===== src/rtl/decode_stage_p.sv =====
// MISC-V decode stage: register file, instruction decode, ID-stage branch resolution,
// hazard detection and ID/EX register. Optional macro REGFILE_BYPASS_EN adds write-read bypass.
module decode_stage_p #(
    parameter int unsigned DATA_W = 16,
    parameter int unsigned PC_W   = 16
) (
    input  logic              i_clk,
    input  logic              i_reset,
    input  logic [15:0]       i_ir_in,
    input  logic [PC_W-1:0]   i_pc_in,
    input  logic [PC_W-1:0]   i_ipcp2,
    input  logic              i_id_valid,
    input  logic [2:0]        i_load_addr,
    input  logic [DATA_W-1:0] i_load_data,
    input  logic              i_rf_write,
    input  logic              i_fwd_sel1,
    input  logic              i_fwd_sel2,
    input  logic [DATA_W-1:0] i_fwd_data,
    input  logic              i_ex_stall,
    output logic              o_reg_write,
    output logic              o_alu_src,
    output logic              o_mem_write,
    output logic              o_mem_read,
    output logic              o_valid,
    output logic [2:0]        o_alu_op,
    output logic [1:0]        o_reg_store,
    output logic [PC_W-1:0]   o_opcp2,
    output logic [DATA_W-1:0] o_arg1,
    output logic [DATA_W-1:0] o_arg2,
    output logic [DATA_W-1:0] o_arg3,
    output logic [DATA_W-1:0] o_imm,
    output logic [2:0]        o_rs1,
    output logic [2:0]        o_rs2,
    output logic [2:0]        o_rd,
    output logic              o_stall_if,
    output logic              o_jump,
    output logic [PC_W-1:0]   o_new_pc
);

    localparam logic [3:0] OP_R   = 4'h0;
    localparam logic [3:0] OP_I   = 4'h1;
    localparam logic [3:0] OP_LW  = 4'h2;
    localparam logic [3:0] OP_SW  = 4'h3;
    localparam logic [3:0] OP_BEQ = 4'h4;
    localparam logic [3:0] OP_BNE = 4'h5;
    localparam logic [3:0] OP_JAL = 4'h6;

    typedef struct packed {
        logic              reg_write;
        logic              alu_src;
        logic              mem_write;
        logic              mem_read;
        logic              valid;
        logic [2:0]        alu_op;
        logic [1:0]        reg_store;
        logic [PC_W-1:0]   opcp2;
        logic [DATA_W-1:0] arg1;
        logic [DATA_W-1:0] arg2;
        logic [DATA_W-1:0] arg3;
        logic [DATA_W-1:0] imm;
        logic [2:0]        rs1;
        logic [2:0]        rs2;
        logic [2:0]        rd;
    } idex_t;

    logic [DATA_W-1:0] r_rf [8];
    idex_t             r_idex;
    idex_t             w_dec;

    logic [3:0]        w_op;
    logic [2:0]        w_rd, w_rs1, w_rs2;
    logic [DATA_W-1:0] w_rd1, w_rd2, w_rd3;
    logic [DATA_W-1:0] w_cmp_a, w_cmp_b;
    logic              w_is_br, w_is_jal, w_uses_rs2, w_taken;
    logic              w_ex_lw, w_ex_wr, w_hazard;
    logic [PC_W-1:0]   w_off, w_target;

    assign w_op  = i_ir_in[3:0];
    assign w_rd  = i_ir_in[6:4];
    assign w_rs1 = i_ir_in[9:7];
    assign w_rs2 = i_ir_in[12:10];

    function automatic logic [DATA_W-1:0] rf_read(input logic [2:0] idx);
        logic [DATA_W-1:0] val;
        val = r_rf[idx];
`ifdef REGFILE_BYPASS_EN
        if (i_rf_write && (i_load_addr == idx)) val = i_load_data;
`endif
        if (idx == 3'd0) val = '0;
        return val;
    endfunction

    always_ff @(posedge i_clk or posedge i_reset) begin
        if (i_reset) begin
            for (int i = 0; i < 8; i++) r_rf[i] <= '0;
        end else if (i_rf_write && (i_load_addr != 3'd0)) begin
            r_rf[i_load_addr] <= i_load_data;
        end
    end

    assign w_rd1 = rf_read(w_rs1);
    assign w_rd2 = rf_read(w_rs2);
    assign w_rd3 = rf_read(w_rd);

    assign w_is_br    = (w_op == OP_BEQ) || (w_op == OP_BNE);
    assign w_is_jal   = (w_op == OP_JAL);
    assign w_uses_rs2 = (w_op == OP_R) || (w_op == OP_SW) || w_is_br;

    assign w_cmp_a = i_fwd_sel1 ? i_fwd_data : w_rd1;
    assign w_cmp_b = i_fwd_sel2 ? i_fwd_data : w_rd2;
    assign w_taken = ((w_op == OP_BEQ) && (w_cmp_a == w_cmp_b)) ||
                     ((w_op == OP_BNE) && (w_cmp_a != w_cmp_b));

    // Offsets are halfword counts; the add wraps modulo 2^PC_W.
    assign w_off    = w_is_jal ? PC_W'($signed(i_ir_in[15:7]))
                               : PC_W'($signed({i_ir_in[15:13], i_ir_in[6:4]}));
    assign w_target = i_pc_in + (w_off << 1);

    assign w_ex_lw  = r_idex.valid && r_idex.mem_read && (r_idex.rd != 3'd0);
    assign w_ex_wr  = r_idex.valid && r_idex.reg_write && (r_idex.rd != 3'd0);
    assign w_hazard = i_id_valid && (
        (w_ex_lw && ((r_idex.rd == w_rs1) || (w_uses_rs2 && (r_idex.rd == w_rs2)))) ||
        (w_is_br && w_ex_wr && ((r_idex.rd == w_rs1) || (r_idex.rd == w_rs2))));

    assign o_stall_if = w_hazard || i_ex_stall;
    assign o_jump     = i_id_valid && !o_stall_if && (w_is_jal || w_taken);
    assign o_new_pc   = o_jump ? w_target : i_ipcp2;

    always_comb begin
        w_dec       = '0;
        w_dec.valid = 1'b1;
        w_dec.opcp2 = i_ipcp2;
        w_dec.arg1  = w_rd1;
        w_dec.arg2  = w_rd2;
        w_dec.arg3  = w_rd3;
        w_dec.rs1   = w_rs1;
        w_dec.rs2   = w_rs2;
        w_dec.rd    = w_rd;
        case (w_op)
            OP_R: begin
                w_dec.reg_write = 1'b1;
                w_dec.alu_src   = 1'b1;
                w_dec.alu_op    = i_ir_in[15:13];
                w_dec.reg_store = 2'b01;
            end
            OP_I, OP_LW: begin
                w_dec.reg_write = 1'b1;
                w_dec.alu_op    = 3'b001;
                w_dec.imm       = DATA_W'($signed(i_ir_in[15:10]));
                w_dec.mem_read  = (w_op == OP_LW);
                w_dec.reg_store = (w_op == OP_LW) ? 2'b00 : 2'b01;
            end
            OP_SW: begin
                w_dec.alu_op    = 3'b001;
                w_dec.mem_write = 1'b1;
                w_dec.imm       = DATA_W'($signed(i_ir_in[15:10]));
            end
            OP_BEQ, OP_BNE: ;
            OP_JAL: begin
                w_dec.reg_write = 1'b1;
                w_dec.reg_store = 2'b10;
                w_dec.imm       = DATA_W'($signed(i_ir_in[15:7]));
            end
            default: w_dec = '0;
        endcase
    end

    always_ff @(posedge i_clk or posedge i_reset) begin
        if (i_reset) begin
            r_idex <= '0;
        end else if (i_ex_stall) begin
            r_idex <= r_idex;
        end else if (w_hazard || !i_id_valid) begin
            r_idex <= '0;
        end else begin
            r_idex <= w_dec;
        end
    end

    assign o_reg_write = r_idex.reg_write;
    assign o_alu_src   = r_idex.alu_src;
    assign o_mem_write = r_idex.mem_write;
    assign o_mem_read  = r_idex.mem_read;
    assign o_valid     = r_idex.valid;
    assign o_alu_op    = r_idex.alu_op;
    assign o_reg_store = r_idex.reg_store;
    assign o_opcp2     = r_idex.opcp2;
    assign o_arg1      = r_idex.arg1;
    assign o_arg2      = r_idex.arg2;
    assign o_arg3      = r_idex.arg3;
    assign o_imm       = r_idex.imm;
    assign o_rs1       = r_idex.rs1;
    assign o_rs2       = r_idex.rs2;
    assign o_rd        = r_idex.rd;

endmodule


===== config.mk =====
export PLATFORM = sky130hd
export DESIGN_NAME = decode_stage_p
export DESIGN_NICKNAME = d
export VERILOG_FILES = /design/src/rtl/decode_stage_p.sv
export SDC_FILE = /design/constraint.sdc
export NUM_CORES = 1
export LEC_CHECK = 0
export CELL_PAD_IN_SITES_DETAIL_PLACEMENT = 0
export CELL_PAD_IN_SITES_GLOBAL_PLACEMENT = 1
export CORE_UTILIZATION = 44
export DETAILED_ROUTE_END_ITERATION = 12
export PLACE_DENSITY_LB_ADDON = 0.25
export SYNTH_ARGS = -nofsm -noshare
export SYNTH_HDL_FRONTEND = slang
export SYNTH_SLANG_ARGS = --single-unit

===== constraint.sdc =====
create_clock -name i_clk -period 8.5 [get_ports i_clk]
set_clock_uncertainty 0.1 [all_clocks]
set_input_delay 1.275 -clock i_clk [delete_from_list [all_inputs] [get_ports i_clk]]
set_output_delay 1.275 -clock i_clk [all_outputs]
set_load 0.05 [all_outputs]

==> metrics, run 1 <==
status=complete, no violations; width of the die=172 um; WS Path Type=primary input to primary output; CTS Buf Count=25; Tcrit/Tclk final=89.3%; CP bufs+invs=2; worst path cell trace=clkdlybuf4s50_1 > and2_0 > a221oi_1 > xor2_1 > o311a_1 > a221oi_2 > a41oi_2 > mux2i_4 > mux2_2 > buf_4; cells after synthesis=1038; most frequent cells in the layout=dfrtp_1, clkdlybuf4s50_1, mux2_2; # resized after CTS=0; slowest stage cell, crit path=and2_0; leakage=0.00676 uW; RSZ-0062 raised after global routing=no; Data arrival, critical path=6.21 ns; Period minus WS final=7.59 ns; asr flop ratio synth=100%; Die Y=172 um; hold path startpoint=r_rf[120]; routed len/inst=25.0 um; first-pass GRT wire length=60500 um; area delta synth->final=26.1%; vias in the first global route=9621; HPWL after DPL=27200 um; peak per-stage delay on the critical path=1.03 ns; final hold slack=0.272 ns; Mapped Avg Cell Area=12.2 sq um; via count=9801; Slew headroom=18.6%; fmax=132 MHz; largest net degree at the start of global routing=75; Slew Viols, Final=0; # rows=61; commonest non-fill, non-tap cell in the layout=dfrtp_1; element type at the critical path end=primary output; mapped cell area=12700 sq um; crit path launch type=primary input; Fin. Hold Viols=0; max cap viols=0; Vias/cell=6.13; initial antenna violation count=2; CTS Hold Bufs=0; CTS Buffer Depth=3; total track usage=27.5%; worst hold path class=flip-flop to flip-flop; grt total ovfl=0; CTS tree=yes; total clock sinks=220; # setup viols final=0; # nets final=1307; crit path launch=i_ir_in[7]; post-synthesis sequential area ratio=43.4%; Setup TNS=0 ns; starting density of the core=45.1%; highest net fanout along the worst path=17; Top FF cell, synth=dfrtp_1; Port Buffer Count=206; Synth Warn #=0; Worst-Skew Late Latency=0.55 ns; syn nets=1143; Iteration-0 DRC Markers=777; post-route ant nets=0; Slew @ Worst Pin=1.22 ns; # IOs=207; Largest delay share family, worst path=compound AO/OA/AOI/OAI gates; Worst-path clk slew=0.06 ns; Yosys reg bits=220; Final GP Congestion=0.912; layout cells sized above 1=25.4%; DRC Markers=0; EDFF count, synth=0; reg-to-reg startpoint=o_rd[1]; worst vdd ir=0.000135 V; Core Area=28100 sq um; Total Wirelength=40100 um; CP required=7.12 ns; clock root buffer=clkbuf_16; Power Density=220 nW/um^2; TritonRoute pass-1 iters=5; Synth cell types=67; Setup Fix Bufs, Post-CTS=0; H-Tree Depth=1; DIE AREA=29500 sq um
## logic make-up after synthesis
logic type,synth area share [%]
adders and majority gates,1.54
AOI/OAI and AO/OA,14.4
xor gates and xnor gates,3.45
buffers and inverters,4.40
DFF,43.4
and+or+nand+nor,5.52
muxes,27.3
## path summary, 6_finish.rpt
kind	endpoint	slack (ns)	depth (start not counted)
max reg2reg	o_arg2[14]	5.42	8
min in group asynchronous	r_rf[121]	1.09	2
min reg2reg	r_rf[120]	0.27	0
max	o_new_pc[15]	0.91	10
min	r_rf[120]	0.27	0
max in group asynchronous	o_rd[1]	5.78	3
## synthesized netlist by cell type, types with 3 or more instances
master	number	area share, %
mux4_2	39	6.9
nor2_1	26	0.77
a211oi_1	7	0.41
mux2_4	9	1.1
buf_6	8	0.71
a21oi_1	9	0.36
nand2_1	53	1.6
nor3b_1	3	0.18
inv_1	8	0.24
nand4b_1	3	0.21
o211ai_1	3	0.18
buf_2	10	0.39
xnor2_1	35	2.4
or3_1	5	0.25
buf_1	7	0.21
nand4_1	8	0.39
clkbuf_1	61	1.8
a32o_1	5	0.39
buf_12	3	0.47
mux2_2	150	13
nor3_1	16	0.63
nor2b_1	5	0.25
nand3_1	4	0.16
and2_1	4	0.20
ha_1	14	1.4
buf_4	9	0.53
o31ai_1	7	0.41
xor2_1	15	1.0
a221o_1	17	1.3
a221oi_1	27	1.9
a21o_1	7	0.41
a22o_1	61	4.2
a221oi_2	4	0.47
mux2_1	5	0.44
dfrtp_1	220	43
a22oi_1	13	0.77
mux2i_1	68	5.4
o21ai_0	49	1.9
and3_1	6	0.30
## stage by stage
step	utilization, %	instance area (sq um)	std cells	power (uW)	worst slack (ns)
2_1_floorplan	-	12700	1038	1960	1.10
3_3_place_gp	53.5	15000	1553	2270	1.13
3_5_place_dp	53.5	15000	1553	2280	1.12
4_1_cts	56.9	16000	1599	3530	1.10
5_1_grt	56.9	16000	1599	3650	0.880
6_report	56.9	16000	1600	3520	0.911
## registers in the layout, indices dropped and copies added (netlist names)
signal / flops
o_alu_src: 1
o_arg1: 16
o_mem_read: 1
o_imm: 9
o_reg_write: 1
o_mem_write: 1
o_rd: 3
o_rs2: 3
o_arg3: 16
o_opcp2: 16
o_reg_store: 2
o_rs1: 3
o_valid: 1
o_arg2: 16
o_alu_op: 3
r_rf: 128
## where the power goes
part           internal [uW]  total, uW  switching [uW]
Combinational            446        928             482
Clock                    791       1250             459
Sequential              1190       1340             150
## final cells by class
type                    count  area (sq um)
fillers                  2407         12100
multi-input cells         711          6680
flip-flops and latches    220          5510
repair buffers            236          2330
clock buffers              36           747
well taps                 378           473
clock inverters            10           206
inverters                   8          37.5
diodes                      1          2.50
## per-layer routing
| metal | global-route usage (%) | share of wire (%) | vias up |
|---|---|---|---|
| met2 | 43.1 | 46 | 414 |
| met1 | 38.5 | 44 | 5006 |
| met3 | 5.71 | 7.8 | 64 |
| li1 | - | - | 4315 |
| met4 | 7.12 | 2.2 | 2 |
| met5 | 0 | 0.022 | - |
No activity file was read; power rests on OpenSTA's default activity.
==> run 2: changes to the inputs <==
Settings changed: GPL_TIMING_DRIVEN from default to 0.
==> metrics, run 2 (same netlist as run 1, synthesis figures left out) <==
# nets final=1365 (+4.4%); FF-to-FF setup slack=4.28 ns (-1.14 ns); Largest delay share family, worst path=buffers and inverters; crit path launch type=primary input; worst hold path class=flip-flop to flip-flop; Biggest register=r_rf; CTS Buffer Depth=3 (unchanged); clock root buffer=clkbuf_16; Worst-path clk slew=0.06 ns (about the same); hold path startpoint=r_rf[120]; worst path cell trace=clkdlybuf4s50_1 > nor2b_1 > clkbuf_1 > a22o_1 > nor2_1 > xnor2_1 > nand4_1 > o31ai_1 > a41oi_2 > mux2i_4 > buf_12 > mux2i_1 > clkdlybuf4s50_1; Levels on crit path=13 (+3); worst vdd ir=0.000138 V (+2.5%); # resized after CTS=0 (unchanged); largest net degree at the start of global routing=118 (+57%); most frequent cells in the layout=dfrtp_1, clkdlybuf4s50_1, mux2_2; post-route ant nets=0 (unchanged); Final GP Congestion=0.961 (+5.4%); Final Util=56.8% (-0.14 points); Slew headroom=7.06% (-12 points); Port Buffer Count=194 (-5.8%); hold path endpoint=r_rf[120]; # rows=61 (unchanged); ANT cells=0 (-1); peak per-stage delay on the critical path=0.82 ns (-0.21 ns); CTS Hold Bufs=0 (unchanged); Tcrit/Tclk final=94.0% (+4.7 points); R2R Path End=o_arg3[6]; Fin. Hold Viols=0 (unchanged); # setup viols final=0 (unchanged); # fillers=2487 (+3.3%); CP required=7.12 ns (about the same); commonest non-fill, non-tap cell in the layout=dfrtp_1; number of flip-flops under the largest register name=128 (unchanged); total track usage=30.5% (+3.1 points); area delta synth->final=25.8%; Data arrival, critical path=6.62 ns (+0.41 ns); TritonRoute pass-1 iters=5 (unchanged); max cap viols=0 (unchanged); Setup Fix Bufs, Post-CTS=0 (unchanged); total clock sinks=220 (unchanged); CP bufs+invs=4 (+2); final cell count without fillers=1656 (+3.5%); RSZ-0062 raised after global routing=no; Placed Instances=1611 (+3.7%); Total Wirelength=44700 um (+12%); routed len/inst=27.0 um (+7.7%); status=complete, no violations; first-pass GRT wire length=65700 um (+8.6%); initial antenna violation count=0 (-2); # IOs=207 (unchanged); element type at the critical path end=primary output; CTS Buf Count=25 (unchanged); Die Y=172 um (unchanged); CTS tree=yes; via count=10.3k (+5.4%); Power Density=212 nW/um^2 (-4.0%); WS Path Type=primary input to primary output; width of the die=172 um (unchanged); grt total ovfl=0 (unchanged); hold path depth=1 (+1); H-Tree Depth=1 (unchanged); fmax=125 MHz (-5.0%); HPWL after DPL=31800 um (+17%); Slew Viols, Final=0 (unchanged); reg-to-reg startpoint=o_rd[0]; leakage=0.00668 uW (-1.2%); vias in the first global route=10.2k (+5.9%); DRC Markers=0 (unchanged); Worst-Skew Late Latency=0.53 ns (-0.02 ns); starting density of the core=45.1% (unchanged); depth of the worst register-to-register path=9 (+1); Slew @ Worst Pin=1.38 ns (+0.162 ns); highest net fanout along the worst path=10 (-7); DIE AREA=29500 sq um (unchanged); Worst path most repeated cell=clkdlybuf4s50_1; Core Area=28100 sq um (unchanged); Period minus WS final=7.99 ns (+0.401 ns); total power=3370 uW (-4.2%); slowest stage cell, crit path=clkdlybuf4s50_1; layout cells sized above 1=22.1% (-3.2 points); Vias/cell=6.24 (+1.8%); Iteration-0 DRC Markers=1125 (+45%)
run 2: area by class of cell:
| cell class | count | area, sq um | area share, % |
|---|---|---|---|
| buffer | 99 | 528 | 3.31 |
| multi-input combinational | 711 | 6610 | 41.5 |
| tap | 378 | 473 | 2.97 |
| clock buffer | 33 | 696 | 4.36 |
| timing repair buffer | 195 | 1970 | 12.3 |
| clock inverter | 12 | 125 | 0.785 |
| inverter | 8 | 37.5 | 0.235 |
| sequential | 220 | 5510 | 34.5 |
run 2: worst max path at each step:
| stage | from | slack, ns | end |
|---|---|---|---|
| after global placement | i_reset | -1.91 | r_rf[119] |
| after CTS | i_ir_in[9] | 0.68 | o_new_pc[11] |
| after floorplan | i_reset | 1.10 | o_alu_op[0] |
| after detailed placement | i_ir_in[9] | 0.70 | o_new_pc[11] |
| final | i_ir_in[9] | 0.51 | o_new_pc[11] |
| after global routing | i_ir_in[9] | 0.42 | o_new_pc[11] |
run 2: routing by layer:
| metal | up-vias | wire length (um) | GRT usage, % | part of all wire [%] |
|---|---|---|---|---|
| met2 | 557 | 19900 | 46.7 | 45 |
| met1 | 5243 | 19100 | 42.8 | 43 |
| met5 | - | 0 | 0 | 0 |
| met3 | 103 | 4150 | 6.17 | 9.3 |
| li1 | 4425 | - | - | - |
| met4 | 0 | 1590 | 11.2 | 3.5 |
run 2: power breakdown:
part / switching (uW) / internal [uW]
logic: 502 / 443
registers: 148 / 1190
clock network: 451 / 637
run 2: worst reg2reg max path, cell delays in order, from the launching register on:
cell      delay (ns)
dfrtp_1         0.51
xor2_1          0.19
nor4_1          0.06
a32oi_1         0.22
nor3_1          0.09
or3b_2          0.49
a311oi_1        0.91
o31ai_1         0.61
clkbuf_1        0.58
o21ai_0         0.34
run 2: per-stage QoR:
stage,TNS [ns],hold slack [ns],setup slack (ns),area [sq um]
after floorplan,0,0.325,1.10,12700
after global placement,-415.60,0.337,-1.91,15100
after detailed placement,0,0.343,0.695,15100
after CTS,0,0.360,0.678,15900
after global routing,0,0.365,0.423,15900
final,0,0.353,0.510,15900
